$ cat src/rtl/skin_bbox_detect_pkg.sv
// Shared constants, FSM encoding and helpers for the skin bounding-box detector.
`timescale 1ns/1ps
package skin_bbox_detect_pkg;
    localparam int IMG_W      = 640;
    localparam int IMG_H      = 480;
    localparam int MIN_PIXELS = 256;
    localparam int PIPE_LAT   = 3;

    localparam logic [7:0] CB_MIN = 8'd77;
    localparam logic [7:0] CB_MAX = 8'd127;
    localparam logic [7:0] CR_MIN = 8'd133;
    localparam logic [7:0] CR_MAX = 8'd173;

    localparam logic signed [17:0] CB_KR = -18'sd43;
    localparam logic signed [17:0] CB_KG = -18'sd85;
    localparam logic signed [17:0] CB_KB = 18'sd128;
    localparam logic signed [17:0] CR_KR = 18'sd128;
    localparam logic signed [17:0] CR_KG = -18'sd107;
    localparam logic signed [17:0] CR_KB = -18'sd21;

    typedef enum logic [1:0] {
        ST_IDLE,
        ST_ACTIVE,
        ST_DRAIN,
        ST_PUBLISH
    } bbox_state_e;

    function automatic logic [7:0] clamp_u8(input logic signed [17:0] v);
        if (v < 18'sd0)
            return 8'd0;
        else if (v > 18'sd255)
            return 8'hff;
        else
            return v[7:0];
    endfunction
endpackage

$ cat src/rtl/skin_bbox_detect_if.sv
// Pixel stream in/out plus the per-frame result handshake of the skin detector.
`timescale 1ns/1ps
interface skin_bbox_detect_if;
    logic [11:0] i_r, i_g, i_b;
    logic        i_dval;
    logic        i_fval;
    logic [11:0] o_r, o_g, o_b;
    logic        o_dval;
    logic        o_mask;
    logic [9:0]  o_bb_xmin, o_bb_xmax;
    logic [8:0]  o_bb_ymin, o_bb_ymax;
    logic [18:0] o_bb_count;
    logic        o_bb_found;
    logic        o_bb_valid;
    logic        o_bb_overrun;
    logic        i_bb_ack;

    modport master (
        output i_r, i_g, i_b, i_dval, i_fval, i_bb_ack,
        input  o_r, o_g, o_b, o_dval, o_mask,
        input  o_bb_xmin, o_bb_xmax, o_bb_ymin, o_bb_ymax,
        input  o_bb_count, o_bb_found, o_bb_valid, o_bb_overrun
    );

    modport slave (
        input  i_r, i_g, i_b, i_dval, i_fval, i_bb_ack,
        output o_r, o_g, o_b, o_dval, o_mask,
        output o_bb_xmin, o_bb_xmax, o_bb_ymin, o_bb_ymax,
        output o_bb_count, o_bb_found, o_bb_valid, o_bb_overrun
    );
endinterface

$ cat src/rtl/skin_bbox_detect_rgb2cbcr_skin.sv
// RGB to Cb/Cr conversion and skin window compare; skin_o lags the input by 2 cycles.
`timescale 1ns/1ps
module rgb2cbcr_skin
    import skin_bbox_detect_pkg::*;
(
    input  logic       clk,
    input  logic       rst,
    input  logic [7:0] r_i,
    input  logic [7:0] g_i,
    input  logic [7:0] b_i,
    input  logic       dval_i,
    output logic       skin_o
);
    logic signed [17:0] r_s, g_s, b_s;
    logic signed [17:0] cbp_d, crp_d, cbp_q, crp_q;
    logic signed [17:0] cb_full, cr_full;
    logic [7:0]         cb, cr;
    logic               dval_q, skin_d;

    always_comb begin
        r_s   = $signed({10'd0, r_i});
        g_s   = $signed({10'd0, g_i});
        b_s   = $signed({10'd0, b_i});
        cbp_d = CB_KR * r_s + CB_KG * g_s + CB_KB * b_s;
        crp_d = CR_KR * r_s + CR_KG * g_s + CR_KB * b_s;
    end

    // Arithmetic shift floors negative values; the clamp is a guard for the extremes.
    always_comb begin
        cb_full = 18'sd128 + (cbp_q >>> 8);
        cr_full = 18'sd128 + (crp_q >>> 8);
        cb      = clamp_u8(cb_full);
        cr      = clamp_u8(cr_full);
        skin_d  = dval_q && (cb >= CB_MIN) && (cb <= CB_MAX)
                         && (cr >= CR_MIN) && (cr <= CR_MAX);
    end

    always_ff @(posedge clk) begin
        if (rst) begin
            cbp_q  <= '0;
            crp_q  <= '0;
            dval_q <= 1'b0;
            skin_o <= 1'b0;
        end else begin
            cbp_q  <= cbp_d;
            crp_q  <= crp_d;
            dval_q <= dval_i;
            skin_o <= skin_d;
        end
    end
endmodule

$ cat src/rtl/skin_bbox_detect.sv
// Skin-pixel classifier with delayed RGB+mask stream and per-frame bounding-box result.
// state      | meaning
// ST_IDLE    | waiting for a rising edge of i_fval
// ST_ACTIVE  | frame in progress, stats accumulate
// ST_DRAIN   | PIPE_LAT cycles letting the pipeline tail reach the stats
// ST_PUBLISH | latch stats into the result registers
`timescale 1ns/1ps
module skin_bbox_detect
    import skin_bbox_detect_pkg::*;
#(
    parameter int P_IMG_W      = IMG_W,
    parameter int P_IMG_H      = IMG_H,
    parameter int P_MIN_PIXELS = MIN_PIXELS
) (
    input  logic                clk,
    input  logic                rst,
    skin_bbox_detect_if.slave   bus
);
    localparam logic [9:0]  X_LAST = 10'(P_IMG_W - 1);
    localparam logic [8:0]  Y_LAST = 9'(P_IMG_H - 1);
    localparam logic [18:0] MIN_CNT = 19'(P_MIN_PIXELS);

    logic [9:0]  x_q;
    logic [8:0]  y_q;
    logic        past_end_q;
    logic        fval_q, fval_rise, fval_fall, enter_active;
    bbox_state_e state_q;
    logic [1:0]  drain_q;

    logic [35:0] rgb1_q, rgb2_q, rgb3_q;
    logic        dval1_q, dval2_q, dval3_q, mask3_q, skin_w;
    logic [9:0]  x1_q, x2_q, x3_q;
    logic [8:0]  y1_q, y2_q, y3_q;
    logic        inr1_q, inr2_q, inr3_q, stat_hit;

    logic [9:0]  xmin_q, xmax_q, bb_xmin_q, bb_xmax_q;
    logic [8:0]  ymin_q, ymax_q, bb_ymin_q, bb_ymax_q;
    logic [18:0] cnt_q, bb_count_q;
    logic        bb_found_q, bb_valid_q, bb_overrun_q;

    assign fval_rise    = bus.i_fval & ~fval_q;
    assign fval_fall    = ~bus.i_fval & fval_q;
    assign enter_active = (state_q == ST_IDLE) & fval_rise;
    assign stat_hit     = mask3_q & inr3_q;

    rgb2cbcr_skin u_cbcr (
        .clk    (clk),
        .rst    (rst),
        .r_i    (bus.i_r[11:4]),
        .g_i    (bus.i_g[11:4]),
        .b_i    (bus.i_b[11:4]),
        .dval_i (bus.i_dval),
        .skin_o (skin_w)
    );

    // past_end_q marks pixels beyond the last active one so they never touch the stats.
    always_ff @(posedge clk) begin
        if (rst || enter_active) begin
            x_q        <= '0;
            y_q        <= '0;
            past_end_q <= 1'b0;
        end else if (bus.i_dval) begin
            if (x_q == X_LAST) begin
                x_q <= '0;
                if (y_q == Y_LAST)
                    past_end_q <= 1'b1;
                else
                    y_q <= y_q + 9'd1;
            end else begin
                x_q <= x_q + 10'd1;
            end
        end
    end

    always_ff @(posedge clk) begin
        if (rst) begin
            {rgb1_q, rgb2_q, rgb3_q}    <= '0;
            {dval1_q, dval2_q, dval3_q} <= '0;
            {x1_q, x2_q, x3_q}          <= '0;
            {y1_q, y2_q, y3_q}          <= '0;
            {inr1_q, inr2_q, inr3_q}    <= '0;
            mask3_q                     <= 1'b0;
        end else begin
            rgb1_q  <= {bus.i_r, bus.i_g, bus.i_b};
            dval1_q <= bus.i_dval;
            x1_q    <= x_q;
            y1_q    <= y_q;
            inr1_q  <= ~past_end_q;
            rgb2_q  <= rgb1_q;
            dval2_q <= dval1_q;
            x2_q    <= x1_q;
            y2_q    <= y1_q;
            inr2_q  <= inr1_q;
            rgb3_q  <= rgb2_q;
            dval3_q <= dval2_q;
            x3_q    <= x2_q;
            y3_q    <= y2_q;
            inr3_q  <= inr2_q;
            mask3_q <= skin_w;
        end
    end

    // fval_q resets high so a frame already in progress at reset exit is skipped.
    always_ff @(posedge clk) begin
        if (rst) begin
            state_q      <= ST_IDLE;
            fval_q       <= 1'b1;
            drain_q      <= '0;
            {xmin_q, xmax_q, ymin_q, ymax_q, cnt_q} <= '0;
            {bb_xmin_q, bb_xmax_q, bb_ymin_q, bb_ymax_q, bb_count_q} <= '0;
            {bb_found_q, bb_valid_q, bb_overrun_q} <= '0;
        end else begin
            fval_q <= bus.i_fval;
            if ((state_q == ST_ACTIVE || state_q == ST_DRAIN) && stat_hit) begin
                if (x3_q < xmin_q) xmin_q <= x3_q;
                if (x3_q > xmax_q) xmax_q <= x3_q;
                if (y3_q < ymin_q) ymin_q <= y3_q;
                if (y3_q > ymax_q) ymax_q <= y3_q;
                cnt_q <= cnt_q + 19'd1;
            end
            case (state_q)
                ST_IDLE: begin
                    if (fval_rise) begin
                        state_q <= ST_ACTIVE;
                        xmin_q  <= X_LAST;
                        ymin_q  <= Y_LAST;
                        xmax_q  <= '0;
                        ymax_q  <= '0;
                        cnt_q   <= '0;
                    end
                end
                ST_ACTIVE: begin
                    if (fval_fall) begin
                        state_q <= ST_DRAIN;
                        drain_q <= 2'(PIPE_LAT - 1);
                    end
                end
                ST_DRAIN: begin
                    if (drain_q == 2'd0)
                        state_q <= ST_PUBLISH;
                    else
                        drain_q <= drain_q - 2'd1;
                end
                ST_PUBLISH: state_q <= ST_IDLE;
                default:    state_q <= ST_IDLE;
            endcase
            if (state_q == ST_PUBLISH) begin
                bb_xmin_q    <= xmin_q;
                bb_xmax_q    <= xmax_q;
                bb_ymin_q    <= ymin_q;
                bb_ymax_q    <= ymax_q;
                bb_count_q   <= cnt_q;
                bb_found_q   <= (cnt_q >= MIN_CNT);
                bb_valid_q   <= 1'b1;
                bb_overrun_q <= bb_valid_q & ~bus.i_bb_ack;
            end else if (bus.i_bb_ack && bb_valid_q) begin
                bb_valid_q   <= 1'b0;
                bb_overrun_q <= 1'b0;
            end
        end
    end

    assign bus.o_r          = rgb3_q[35:24];
    assign bus.o_g          = rgb3_q[23:12];
    assign bus.o_b          = rgb3_q[11:0];
    assign bus.o_dval       = dval3_q;
    assign bus.o_mask       = mask3_q;
    assign bus.o_bb_xmin    = bb_xmin_q;
    assign bus.o_bb_xmax    = bb_xmax_q;
    assign bus.o_bb_ymin    = bb_ymin_q;
    assign bus.o_bb_ymax    = bb_ymax_q;
    assign bus.o_bb_count   = bb_count_q;
    assign bus.o_bb_found   = bb_found_q;
    assign bus.o_bb_valid   = bb_valid_q;
    assign bus.o_bb_overrun = bb_overrun_q;
endmodule

$ cat src/flat_wrapper.sv
// flat-port wrapper written by rule: the top's interface ports become plain ports
module skin_bbox_detect_flat import skin_bbox_detect_pkg::*;
#(
    parameter int P_IMG_W      = IMG_W,
    parameter int P_IMG_H      = IMG_H,
    parameter int P_MIN_PIXELS = MIN_PIXELS
)
  (clk, rst, bus_i_r, bus_i_g, bus_i_b, bus_i_dval, bus_i_fval, bus_i_bb_ack, bus_o_r, bus_o_g, bus_o_b, bus_o_dval, bus_o_mask, bus_o_bb_xmin, bus_o_bb_xmax, bus_o_bb_ymin, bus_o_bb_ymax, bus_o_bb_count, bus_o_bb_found, bus_o_bb_valid, bus_o_bb_overrun);
  skin_bbox_detect_if bus_i ();
  input  logic clk;
  input  logic rst;
  input wire logic [$bits(bus_i.i_r)-1:0] bus_i_r;
  input wire logic [$bits(bus_i.i_g)-1:0] bus_i_g;
  input wire logic [$bits(bus_i.i_b)-1:0] bus_i_b;
  input wire logic [$bits(bus_i.i_dval)-1:0] bus_i_dval;
  input wire logic [$bits(bus_i.i_fval)-1:0] bus_i_fval;
  input wire logic [$bits(bus_i.i_bb_ack)-1:0] bus_i_bb_ack;
  output wire logic [$bits(bus_i.o_r)-1:0] bus_o_r;
  output wire logic [$bits(bus_i.o_g)-1:0] bus_o_g;
  output wire logic [$bits(bus_i.o_b)-1:0] bus_o_b;
  output wire logic [$bits(bus_i.o_dval)-1:0] bus_o_dval;
  output wire logic [$bits(bus_i.o_mask)-1:0] bus_o_mask;
  output wire logic [$bits(bus_i.o_bb_xmin)-1:0] bus_o_bb_xmin;
  output wire logic [$bits(bus_i.o_bb_xmax)-1:0] bus_o_bb_xmax;
  output wire logic [$bits(bus_i.o_bb_ymin)-1:0] bus_o_bb_ymin;
  output wire logic [$bits(bus_i.o_bb_ymax)-1:0] bus_o_bb_ymax;
  output wire logic [$bits(bus_i.o_bb_count)-1:0] bus_o_bb_count;
  output wire logic [$bits(bus_i.o_bb_found)-1:0] bus_o_bb_found;
  output wire logic [$bits(bus_i.o_bb_valid)-1:0] bus_o_bb_valid;
  output wire logic [$bits(bus_i.o_bb_overrun)-1:0] bus_o_bb_overrun;
  assign bus_i.i_r = bus_i_r;
  assign bus_i.i_g = bus_i_g;
  assign bus_i.i_b = bus_i_b;
  assign bus_i.i_dval = bus_i_dval;
  assign bus_i.i_fval = bus_i_fval;
  assign bus_i.i_bb_ack = bus_i_bb_ack;
  assign bus_o_r = bus_i.o_r;
  assign bus_o_g = bus_i.o_g;
  assign bus_o_b = bus_i.o_b;
  assign bus_o_dval = bus_i.o_dval;
  assign bus_o_mask = bus_i.o_mask;
  assign bus_o_bb_xmin = bus_i.o_bb_xmin;
  assign bus_o_bb_xmax = bus_i.o_bb_xmax;
  assign bus_o_bb_ymin = bus_i.o_bb_ymin;
  assign bus_o_bb_ymax = bus_i.o_bb_ymax;
  assign bus_o_bb_count = bus_i.o_bb_count;
  assign bus_o_bb_found = bus_i.o_bb_found;
  assign bus_o_bb_valid = bus_i.o_bb_valid;
  assign bus_o_bb_overrun = bus_i.o_bb_overrun;
  skin_bbox_detect #(.P_IMG_W(P_IMG_W), .P_IMG_H(P_IMG_H), .P_MIN_PIXELS(P_MIN_PIXELS)) u_core (.clk(clk), .rst(rst), .bus(bus_i));
endmodule
$ cat config.mk
export PLATFORM = sky130hd
export DESIGN_NAME = skin_bbox_detect_flat
export DESIGN_NICKNAME = d
export VERILOG_FILES = /design/src/rtl/skin_bbox_detect_pkg.sv /design/src/rtl/skin_bbox_detect_if.sv /design/src/rtl/skin_bbox_detect_rgb2cbcr_skin.sv /design/src/rtl/skin_bbox_detect.sv /design/src/flat_wrapper.sv
export SDC_FILE = /design/constraint.sdc
export NUM_CORES = 1
export LEC_CHECK = 0
export ABC_AREA = 1
export BUFFER_PORTS_ARGS = -buffer_cell sky130_fd_sc_hd__buf_2
export CAP_MARGIN = 0
export CORE_MARGIN = 4
export CORE_UTILIZATION = 30
export CTS_BUF_LIST = sky130_fd_sc_hd__clkbuf_16
export CTS_CLUSTER_SIZE = 12
export DETAILED_ROUTE_END_ITERATION = 7
export PLACE_DENSITY = 0.45
export SLEW_MARGIN = 20
export SYNTH_ARGS = -nofsm -noshare
export SYNTH_HDL_FRONTEND = slang
export SYNTH_SLANG_ARGS = --single-unit
$ cat constraint.sdc
create_clock -name clk -period 6.6 [get_ports clk]
set_input_delay 0.33 -clock clk [delete_from_list [all_inputs] [get_ports clk]]
set_output_delay 0.33 -clock clk [all_outputs]
set_load 0.02 [all_outputs]
Word-level counts from Yosys, hierarchy flattened
Index checks and enable logic that the tools add are counted.
Cells by class
  add/sub/neg operators: 10
  reduce and logical (&&, ||, !) cells: 16
  muxes and demuxes: 33
  equality and inequality tests: 9
  multipliers: 4
  order comparisons: 13
  bitwise gates (word level): 10
Operator list (number)
  10-bit two-way mux: 9
  9-bit two-way mux: 8
  19-bit two-way mux: 3
  16-bit by 17-bit adder with 18-bit output: 2
  8-bit by 9-bit multiplier with 17-bit output, first input constant: 2
  8-bit two-way mux: 4
  9-bit by 10-bit adder with 11-bit output, first input constant: 2
  11-bit by 9-bit > comparator with 1-bit output, second input constant: 2
  11-bit by 1-bit < comparator with 1-bit output, second input constant: 2
  19-bit by 1-bit adder with 19-bit output, second input constant: 1
  19-bit by 9-bit greater-or-equal comparator with 1-bit output, second input constant: 1
  18-bit by 15-bit adder with 18-bit output: 1
  18-bit by 16-bit adder with 18-bit output: 1
  7-bit by 9-bit multiplier with 16-bit output, first input constant: 1
  6-bit by 9-bit multiplier with 15-bit output, first input constant: 1
  3-bit AND reduction: 4
  10-bit by 1-bit adder with 10-bit output, second input constant: 1
  10-bit equality test, second input constant: 1
  10-bit > comparator: 1
  10-bit < comparator: 1
  9-bit by 1-bit adder with 9-bit output, second input constant: 1
  9-bit equality test, second input constant: 1
  9-bit > comparator: 1
  9-bit < comparator: 1
  other kinds (19): 43
Word-level totals
  word-level logic and storage cells: 133
  register bits: 351

Depth between registers and ports, before layout
Gate-level depths: netlist of run 1.
  word-level depth: 9
  mapped depth: 24
  gate-level depth less buffers: 24

Modules after synthesis
From an unflattened synthesis of run 1, not the netlist that was laid out.
Unflattened totals
  cell total of the unflattened synthesis: 2247
  area, all modules: 18230.0 um2
By module, submodules not included
  skin_bbox_detect: area an instance 11586.1 um2, seq. area each 6286.0 um2, cells each 1429, times used 1
  rgb2cbcr_skin: area an instance 6643.9 um2, seq. area each 440.4 um2, cells each 818, times used 1

Worst setup path after synthesis of run 1
No wires, ideal clock.
  kind: input-to-reg
  start point: input bus_i_g[5]
  end point: register u_core.u_cbcr.cbp_q[17]
  slack: 1930 ps
  required time: 6485 ps
  arrival: 4555 ps
  cell stages on the path: 18
  cells stage by stage: inv_1 > ha_1 > fa_1 > fa_1 > fa_1 > fa_1 > inv_1 > fa_1 > inv_1 > ha_1 > a21oi_1 > o21ai_0 > a21oi_1 > nand2_1 > nand2_1 > nand3_1 > nand2_1 > nor2_1
On the way
  cells in the longest elaborated chain, start to end: 3
RTL lines
  from (decl): line flat_wrapper.sv:13  | input wire logic [$bits(bus_i.i_g)-1:0] bus_i_g;
  8-bit by 9-bit multiplier with 17-bit output: line skin_bbox_detect_rgb2cbcr_skin.sv:24  | cbp_d = CB_KR * r_s + CB_KG * g_s + CB_KB * b_s;
  16-bit by 17-bit adder with 18-bit output: line skin_bbox_detect_rgb2cbcr_skin.sv:24
  18-bit by 16-bit adder with 18-bit output: line skin_bbox_detect_rgb2cbcr_skin.sv:24
  to (signal assigned): line skin_bbox_detect_rgb2cbcr_skin.sv:45  | cbp_q <= cbp_d;
  to (decl): line skin_bbox_detect_rgb2cbcr_skin.sv:15  | logic signed [17:0] cbp_d, crp_d, cbp_q, crp_q;
No other way between the ends.
A chain may end at the register's enable or synchronous reset.

Worst setup path after layout of run 1
Same ends and word-level chain as after synthesis.

==> impl_metrics.yaml, run 1 <==
drt:
  drc: 0
  drtAntennaViolNets: 0
  via_per_inst: 4.26
  dr_wl_met3_um: 1590
  wl_met2_um: 19500
  drt-met1-wl_um: 21200
  first_iter_violations: 521
  wl_per_cell_um: 14.0
  wl_um: 43400
  dr.max_layer_used: "met4"
  vias: 13200
  drtPass1Iterations: 4
clock_tree:
  cts_buffers: 40
  htree_levels: 2
  root_buffer: "clkbuf_16"
  clkLatencyLatePin_ps: 540
  cts_resized: 0
  clock-sinks: 335
  cts_buffer_depth: 3
  path_clk_slew_ps: 60
  cts_tree: "yes"
global_routing:
  grt_start_max_net_pins: 96
  grtUsageTotal_pct: 13.9
  grt_pass1_vias: 13500
  grt_antenna_before_repair: 2
  grt_first_pass_wirelength_um: 71700
  grt_overflow_total: 0
floorplan:
  initial_utilization_pct: 30.2
  core_area_mm2: 0.0589
  die_w_um: 252
  die_area_mm2: 0.0633
  die_y_um: 252
  num_rows: 89
  num_io_pins: 139
logic_synthesis:
  synth_top_cell_by_area: "dfxtp_1"
  synth_area_leaders: "dfxtp_1, ha_1, fa_1"
  seq_area_frac_synth_pct: 37.7
  synth.most_common_cell: "inv_1"
  netlist_area_mm2: 0.0178
  synth_edf_count: 0
  ys.flop_type: "dfxtp_1"
  ys_ff_latch: 335
  synth_top_cell_area_share_pct: 37.7
  synth.distinct_cells: 42
  synth_cells: 2169
  yosysWarnings: 0
  postSynthNetCount: 2501
  syn_avg_cell_area_um2: 8.21
  synth_common_cells: "inv_1, dfxtp_1, nor2_1, nand2_1, ha_1"
  synthArstFlopShare_pct: 0
critical_path:
  cp.arrival_ps: 5260
  critical_path.cell_chain: "buf_2, inv_1, ha_1, fa_1, fa_1, fa_1, fa_1, inv_1, fa_1, inv_1, ha_1, a21oi_1, o21ai_0, a21oi_1, nand2_1, nand2_1, nand3_1, nand2_1, nor2_1"
  cp_max_fo: 6
  worstPathRequired_ps: 7050
  crit_path_frequent_cell: "fa_1"
  critPathCaptureType: "flip-flop"
  startpoint_type: "input pin"
  cpMaxStageDelayCell: "fa_1"
  critPathKind: "in2reg"
  cpPeakStageDelay_ps: 550
cells_and_area:
  drive_above_1_share_pct: 9.81
  fill_cells: 6148
  fin_nets: 2639
  area_growth_pct: 15.9
timing:
  setup_viol: 0
  hold_violations: 0
  hold_slack_ps: 71.7
  tightest_slew_ps: 960
  fin_crit_ps: 4810
  fmax_ghz: 0.208
  skew_ps: 17.4
  maxSlewHeadroom_pct: 36.0
  setup_tns_ps: 0
  fin_crit_sh_pct: 72.9
  maxSlewViolCount: 0
  rsz0062_at_grt: "no"
worst_hold_path:
  hp-class: "in2reg"
place:
  gp_congestion: 0.877
  portBuffers: 138
  hpwlAfterDp_um: 32600
power_and_ir_drop:
  ir_drop_mv: 0.453
  p_leak_nw: 10.1
  powerDensity_mw_per_mm2: 382
run_status:
  status: "completed"
run:
  cap_violations: 0
[registers in the layout (all words and copies together), names as in the netlist, 19 cells and up]
name	flops
u_core.bus.o_bb_count	19
u_core.cnt_q	19
u_core.rgb1_q	36
u_core.rgb2_q	36
u_core.rgb3_q	36
[where the power goes]
| part | total (W) | internal [W] | switching [W] |
|---|---|---|---|
| sequential | 0.00228 | 0.00220 | 0.0000775 |
| combinational | 0.00353 | 0.00126 | 0.00226 |
| clock | 0.00207 | 0.00121 | 0.000867 |
[area by class of cell]
| class | instances | area (µm²) | share of cell area (%) |
|---|---|---|---|
| antenna | 1 | 2.50 | 0.0121 |
| multi-input combinational | 1274 | 8990 | 43.6 |
| timing repair buffer | 156 | 865 | 4.19 |
| clock buffer | 41 | 1030 | 4.97 |
| sequential | 335 | 6710 | 32.5 |
| tap | 773 | 967 | 4.69 |
| clock inverter | 28 | 203 | 0.982 |
| inverter | 500 | 1880 | 9.11 |
[path summary, 6_finish.rpt]
path                           from  cells after the start                       to  slack [ps]
setup / recovery         bus_i_g[5]                     19  u_core.u_cbcr.cbp_q[17]        1790
hold / removal         bus_i_bb_ack                      3  u_core.bus.o_bb_overrun          70
setup reg to reg  u_core.state_q[0]                      7         u_core.ymax_q[7]        3430
hold reg to reg      u_core.y1_q[6]                      2           u_core.y2_q[6]         390
[cells by family (layout without fill, tap and decap cells)]
| group | count (synthesis) | after routing | synth area share (%) |
|---|---|---|---|
| AND/OR/NAND/NOR | 675 | 675 | 16.1 |
| adder cells (fa/ha/maj) | 291 | 291 | 24.6 |
| flip-flops | 335 | 335 | 37.7 |
| XOR/XNOR | 19 | 19 | 0.935 |
| other | 0 | 1 | 0 |
| AO/OA/AOI/OAI | 289 | 289 | 8.81 |
| buffers and inverters | 560 | 725 | 11.9 |
[metal layers]
metal,up-vias,track usage (%)
li1,6950,-
met1,6053,18.9
met2,180,22.6
met3,65,2.42
met4,0,4.17
met5,-,0
[placed cells by master (no fill, tap or decap), types with 3 or more instances in the layout]
master and n:
fa_1 99, nand3_1 39, nand2_1 261, ha_1 191, nor4_1 6, dlygate4sd3_1 13, nor3_2 3, a21boi_0 3
o21a_1 8, nor2_4 6, dfxtp_1 335, nand3b_1 3, inv_1 500, o211ai_1 20, nor2_2 3, nor2_1 289
nand3_2 5, a211oi_1 4, buf_2 137, o21bai_1 3, o21ai_0 103, clkbuf_16 41, or2_2 3, buf_4 5
inv_2 5, a21oi_1 137, clkinv_1 8, nand4_1 31, a21o_1 5, xor2_1 19, clkinv_2 7, nor3_1 20
[repair_timing]
item	in CTS	in global routing
hold buffers	13	0
endpoints found under the hold margin	13	0
setup buffers	0	0
[critical path: cells and delay by family]
family	cells	cell delay, ps
compound gates	3	530
simple gates	5	380
buf+inv	4	520
fa+ha+maj	7	3480
[per-stage QoR]
stage | cells | worst slack, ps | utilization, % | cell area (µm²) | total power, W
finish | 3108 | 1790 | 35.0 | 20600 | 0.00788
global route | 3107 | 1510 | 35.0 | 20600 | 0.00865
CTS | 3107 | 1820 | 35.0 | 20600 | 0.00803
detailed placement | 3025 | 1250 | 32.7 | 19300 | 0.00586
global placement | 3025 | 1290 | 32.7 | 19300 | 0.00583
floorplan | 2169 | 1930 | - | 17800 | 0.00493
Power figures use the tool's default switching activity.
==> run 2: changes to the inputs <==
--- a/config.mk
+++ b/config.mk
@@ -13,7 +13,7 @@
 export CTS_BUF_LIST = sky130_fd_sc_hd__clkbuf_16
 export CTS_CLUSTER_SIZE = 12
 export DETAILED_ROUTE_END_ITERATION = 7
-export PLACE_DENSITY = 0.45
+export PLACE_DENSITY = 0.46
 export SLEW_MARGIN = 20
 export SYNTH_ARGS = -nofsm -noshare
 export SYNTH_HDL_FRONTEND = slang
==> constraint.sdc (replaced) <==
create_clock -name clk -period 3.89 [get_ports clk]
set_input_delay 0.1945 -clock clk [delete_from_list [all_inputs] [get_ports clk]]
set_output_delay 0.1945 -clock clk [all_outputs]
set_load 0.02 [all_outputs]
==> impl_metrics.yaml, run 2 (synthesized netlist as in run 1, its figures left out) <==
cells_and_area:
  final_cell_mix: "inv_1, dfxtp_1, nor2_1"
  largestRegisters: "u_core.rgb1_q: 36 flops, u_core.rgb2_q: 36 flops, u_core.rgb3_q: 36 flops"
  drive_above_1_share_pct: 19.4
  final_common_cell: "inv_1"
  area_growth_pct: 25.1
  fill_cells: 6067
  fin_nets: 2751
power_and_ir_drop:
  finalPower_w: 0.0167
  powerDensity_mw_per_mm2: 750
  ir_drop_mv: 0.582
  p_leak_nw: 10.7
floorplan:
  initial_utilization_pct: 30.2
  die_w_um: 252
  num_rows: 89
  core_area_mm2: 0.0589
  die_area_mm2: 0.0633
  die_y_um: 252
  num_io_pins: 139
clock_tree:
  cts_buffers: 39
  root_buffer: "clkbuf_16"
  path_clk_slew_ps: 50
  htree_levels: 2
  clock-sinks: 335
  cts_buffer_depth: 3
  cts_tree: "yes"
  clkLatencyLatePin_ps: 560
global_routing:
  grt_start_max_net_pins: 106
  grt_first_pass_wirelength_um: 72600
  grt_antenna_before_repair: 1
  grt_pass1_vias: 13900
  grt_overflow_total: 0
  grtUsageTotal_pct: 14.0
run_status:
  violations: "negative setup slack"
  status: "finished with violations"
critical_path:
  worstSetupStartpoint: "bus_i_g[10]"
  critPathCaptureType: "flip-flop"
  worstRegToRegCells: 8
  critPathKind: "in2reg"
  r2r_end: "u_core.ymax_q[6]"
  cp_max_fo: 6
  r2r_slack_ps: 1290
  cp.arrival_ps: 4320
  worstPathRequired_ps: 4300
  timing.rr.start: "u_core.state_q[0]"
  startpoint_type: "input pin"
drt:
  vias: 13800
  via_per_inst: 4.27
  drtPass1Iterations: 5
  drtAntennaViolNets: 0
  wl_per_cell_um: 13.7
  drc: 0
  first_iter_violations: 519
  wl_um: 44100
timing:
  maxSlewViolCount: 0
  hold_violations: 0
  fmax_ghz: 0.256
  skew_ps: 25.2
  setup_tns_ps: -16.8
  maxSlewHeadroom_pct: 41.5
  fin_crit_ps: 3910
  setup_viol: 1
  rsz0062_at_grt: "yes"
  hold_slack_ps: 38.8
  worst_slack_ps: -16.8
  fin_crit_sh_pct: 100
  tightest_slew_ps: 878
worst_hold_path:
  min_path_cells: 4
  hp-class: "in2reg"
  hold_end: "u_core.rgb1_q[29]"
  hp-start: "bus_i_r[5]"
place:
  gp_congestion: 0.856
  hpwlAfterDp_um: 33700
  pre_cts_ws_ps: -688
  portBuffers: 138
run:
  cap_violations: 0
==> run 2: metrics by stage <==
stage                     util [%]  area [µm²]  cells
after floorplan                  -       18200   2169
after global placement        34.7       20400   3128
after detailed placement      34.7       20400   3128
after CTS                     37.1       21800   3210
after global routing          37.8       22300   3217
final                         37.8       22300   3218
==> run 2: what timing repair did <==
action | CTS | global route
endpoints found under the setup margin | 11 | 19
gates resized for setup | 11 | 117
hold buffers | 16 | 3
setup buffers | 0 | 4
endpoints found under the hold margin | 33 | 3
pin swaps | 6 | 63
cloned | 0 | 0
==> run 2: how the worst max path moves through the flow <==
stage | end | slack, ps
2_1_floorplan | u_core.u_cbcr.cbp_q[17] | -250
3_3_place_gp | u_core.u_cbcr.crp_q[17] | -660
3_5_place_dp | u_core.u_cbcr.cbp_q[17] | -690
4_1_cts | u_core.u_cbcr.cbp_q[17] | 10
5_1_grt | u_core.u_cbcr.cbp_q[14] | -140
6_report | u_core.u_cbcr.cbp_q[14] | -20
==> run 2: critical path, cell delays in order <==
cell,delay [ps]
buf_12,110
inv_8,30
ha_4,250
inv_2,30
fa_1,470
inv_1,50
fa_1,520
inv_2,50
fa_2,590
fa_1,420
fa_1,590
ha_4,240
a21oi_2,110
a21boi_2,170
nand2_2,100
nand2_2,90
nand2_2,60
nand2_2,70
nand2_1,50
nand2_1,60
a21oi_1,60
==> run 2: final cells by class <==
cell class                 count  area (µm²)  share of cell area, %
timing repair buffer         269        1830                   8.24
antenna                        1        2.50                 0.0112
multi-input combinational   1274        9640                   43.3
clock buffer                  39         976                   4.38
clock inverter                27         223                   1.00
inverter                     500        1920                   8.63
sequential                   335        6710                   30.1
tap                          773         967                   4.34
==> run 2: routing by layer <==
layer  track usage [%]  vias up  wire [µm]
li1                  -     7181          -
met1              19.2     6338      21500
met2              22.9      169      20000
met3              2.26       65       1550
met4              4.14        0       1100
met5                 0        -          0
==> run 2: power breakdown <==
group / total, W / switching, W / leakage (nW) / internal [W]
registers: 0.00387 / 0.000133 / 2.73 / 0.00374
clock network: 0.00345 / 0.00148 / 0.607 / 0.00197
logic: 0.00939 / 0.00513 / 7.35 / 0.00426
total: 0.0167 / 0.00675 / 10.7 / 0.00997
==> run 3: changes to the inputs <==
--- a/config.mk
+++ b/config.mk
@@ -17,4 +17,5 @@
 export SLEW_MARGIN = 20
 export SYNTH_ARGS = -nofsm -noshare
 export SYNTH_HDL_FRONTEND = slang
+export SYNTH_HIERARCHICAL = 1
 export SYNTH_SLANG_ARGS = --single-unit
==> impl_metrics.yaml, run 3 <==
run_status:
  status: "finished with violations"
  violations: "negative setup slack"
critical_path:
  startpoint_type: "input pin"
  timing.rr.start: "u_core/state_q[1]"
  crit_path_frequent_cell: "fa_1"
  cp_max_fo: 6
  cp.arrival_ps: 5190
  r2r_end: "u_core/xmin_q[4]"
  critPathTopFamily: "adder cells"
  cpMaxStageDelayCell: "fa_1"
  crit_buf_inv: 7
  worstRegToRegCells: 12
  r2r_slack_ps: 1530
  crit_path_end: "u_core/u_cbcr/crp_q[12]"
  worstSetupStartpoint: "bus_i_g[8]"
  worstPathRequired_ps: 4330
  critPathCaptureType: "flip-flop"
  path_depth: 27
  critPathKind: "in2reg"
  cpPeakStageDelay_ps: 510
cells_and_area:
  largestRegisters: "u_core/rgb1_q: 36 flops, u_core/rgb2_q: 36 flops, u_core/rgb3_q: 36 flops"
  fin_nets: 2850
  final_cells: 3322
  final_common_cell: "inv_1"
  drive_above_1_share_pct: 20.7
  insertedDiodeCount: 0
  post-route-util_pct: 38.3
  area_growth_pct: 26.6
  fill_cells: 6221
  final_cell_mix: "inv_1, dfxtp_1, nor2_1"
power_and_ir_drop:
  internal_power_w: 0.0110
  ir_drop_mv: 1.02
  powerDensity_mw_per_mm2: 831
  switching_power_w: 0.00817
  share_seq_of_total_power_pct: 20.4
  comb_power_share_pct: 60.6
  switching_share_pct: 42.6
  finalPower_w: 0.0192
  p_leak_nw: 11.3
  clkPwrFrac_pct: 19.0
logic_synthesis:
  ys.flop_type: "dfxtp_1"
  syn_avg_cell_area_um2: 8.11
  synth.most_common_cell: "inv_1"
  synth_top_cell_area_share_pct: 36.9
  ys_ff_latch: 336
  synth.distinct_cells: 51
  postSynthNetCount: 2585
  yosysWarnings: 6
  synth_cells: 2247
  seq_area_frac_synth_pct: 36.9
  synth_edf_count: 0
  synth_common_cells: "inv_1, nor2_1, dfxtp_1, nand2_1, ha_1"
  synth_top_cell_by_area: "dfxtp_1"
  synthArstFlopShare_pct: 0
  netlist_area_mm2: 0.0182
  synth_area_leaders: "dfxtp_1, ha_1, inv_1"
timing:
  setup_tns_ps: -7730
  worst_slack_ps: -860
  maxSlewViolCount: 0
  rsz0062_at_grt: "yes"
  hold_slack_ps: 20.8
  fin_crit_sh_pct: 122
  setup_viol: 17
  maxSlewHeadroom_pct: 34.0
  tightest_slew_ps: 989
  hold_violations: 0
  skew_ps: 30.1
  fmax_ghz: 0.211
  fin_crit_ps: 4750
global_routing:
  grt_overflow_total: 0
  grt_first_pass_wirelength_um: 72100
  grt_start_max_net_pins: 103
  grtUsageTotal_pct: 13.7
  grt_pass1_vias: 14000
  grt_antenna_before_repair: 0
floorplan:
  core_area_mm2: 0.0602
  die_area_mm2: 0.0648
  die_y_um: 255
  die_w_um: 255
  num_rows: 90
  initial_utilization_pct: 30.3
  num_io_pins: 139
worst_hold_path:
  hp-class: "in2reg"
  min_path_cells: 3
drt:
  drc: 0
  drtAntennaViolNets: 0
  via_per_inst: 4.31
  vias: 14300
  wl_um: 44300
  wl_per_cell_um: 13.3
  drtPass1Iterations: 5
  first_iter_violations: 609
clock_tree:
  root_buffer: "clkbuf_16"
  htree_levels: 2
  clock-sinks: 336
  clkLatencyLatePin_ps: 560
  cts_buffer_depth: 3
  cts_buffers: 39
  path_clk_slew_ps: 50
  cts_tree: "yes"
place:
  gp_congestion: 0.868
  portBuffers: 138
  hpwlAfterDp_um: 33900
  dp_cells: 3217
run:
  cap_violations: 0
-- run 3: cell count changes in the layout (fill, tap and decap cells not counted), moves of 12 or more --
cell / change
nor2_1: +35
nand3_1: +14
ha_1: +13
o211ai_1: -12
-- run 3: layout make-up --
class                           count  area [µm²]  area share (%)
Sequential cell                   336        6730            29.1
Clock buffer                       39         976            4.23
Tap cell                          782         978            4.24
Clock inverter                     30         314            1.36
Multi-Input combinational cell   1359       10400            44.9
Inverter                          501        1900            8.21
Timing Repair Buffer              275        1830            7.95
-- run 3: worst min path at each step --
stage,start,endpoint
detailed placement,u_core/rgb1_q[7],u_core/rgb2_q[7]
finish,bus_i_b[9],u_core/rgb1_q[9]
CTS,bus_i_b[9],u_core/rgb1_q[9]
floorplan,rst,u_core/u_cbcr/dval_q
global route,bus_i_b[9],u_core/rgb1_q[9]
global placement,u_core/rgb1_q[26],u_core/rgb2_q[26]
-- run 3: power groups by stage --
stage	registers [W]	clock network [W]	logic (W)
floorplan	0.00408	0	0.00659
global route	0.00394	0.00394	0.0129
CTS	0.00391	0.00379	0.0103
global placement	0.00398	0	0.00950
finish	0.00391	0.00364	0.0116
detailed placement	0.00398	0	0.00953
-- run 3: metal layers --
layer | part of all wire (%) | vias up | GRT usage (%) | routed length (µm)
li1 | - | 7454 | - | -
met1 | 48 | 6644 | 18.6 | 21300
met2 | 47 | 167 | 23.1 | 20900
met3 | 3.3 | 47 | 2.19 | 1460
met4 | 1.5 | 0 | 2.99 | 679
met5 | 0 | - | 0 | 0
-- run 3: per-stage QoR --
step	instance area (µm²)	worst slack, ps
2_1_floorplan	18600	-1120
3_3_place_gp	20800	-1580
3_5_place_dp	20800	-1610
4_1_cts	22600	-829
5_1_grt	23100	-1040
6_report	23100	-860
-- run 3: timing repair --
action,CTS,global route
resized for setup,57,89
setup endpoints to repair,18,20
pin swaps,45,62
hold buffers,20,0
cloned,0,0
hold endpoints to repair,24,0
setup buffers,5,11
-- run 3: kinds of logic (layout without fill, tap and decap cells) --
logic type,Yosys count,in the layout,synth area share (%)
AO/OA/AOI/OAI,283,283,8.48
XOR/XNOR,21,21,1.01
adder cells (fa/ha/maj),297,297,24.0
buffers and inverters,552,845,11.5
flip-flops,336,336,36.9
AND/OR/NAND/NOR,758,758,18.1
-- run 3: worst min-delay path, cell delays in order --
cell and delay, ps:
buf_2 180, inv_1 80, nor2_1 40
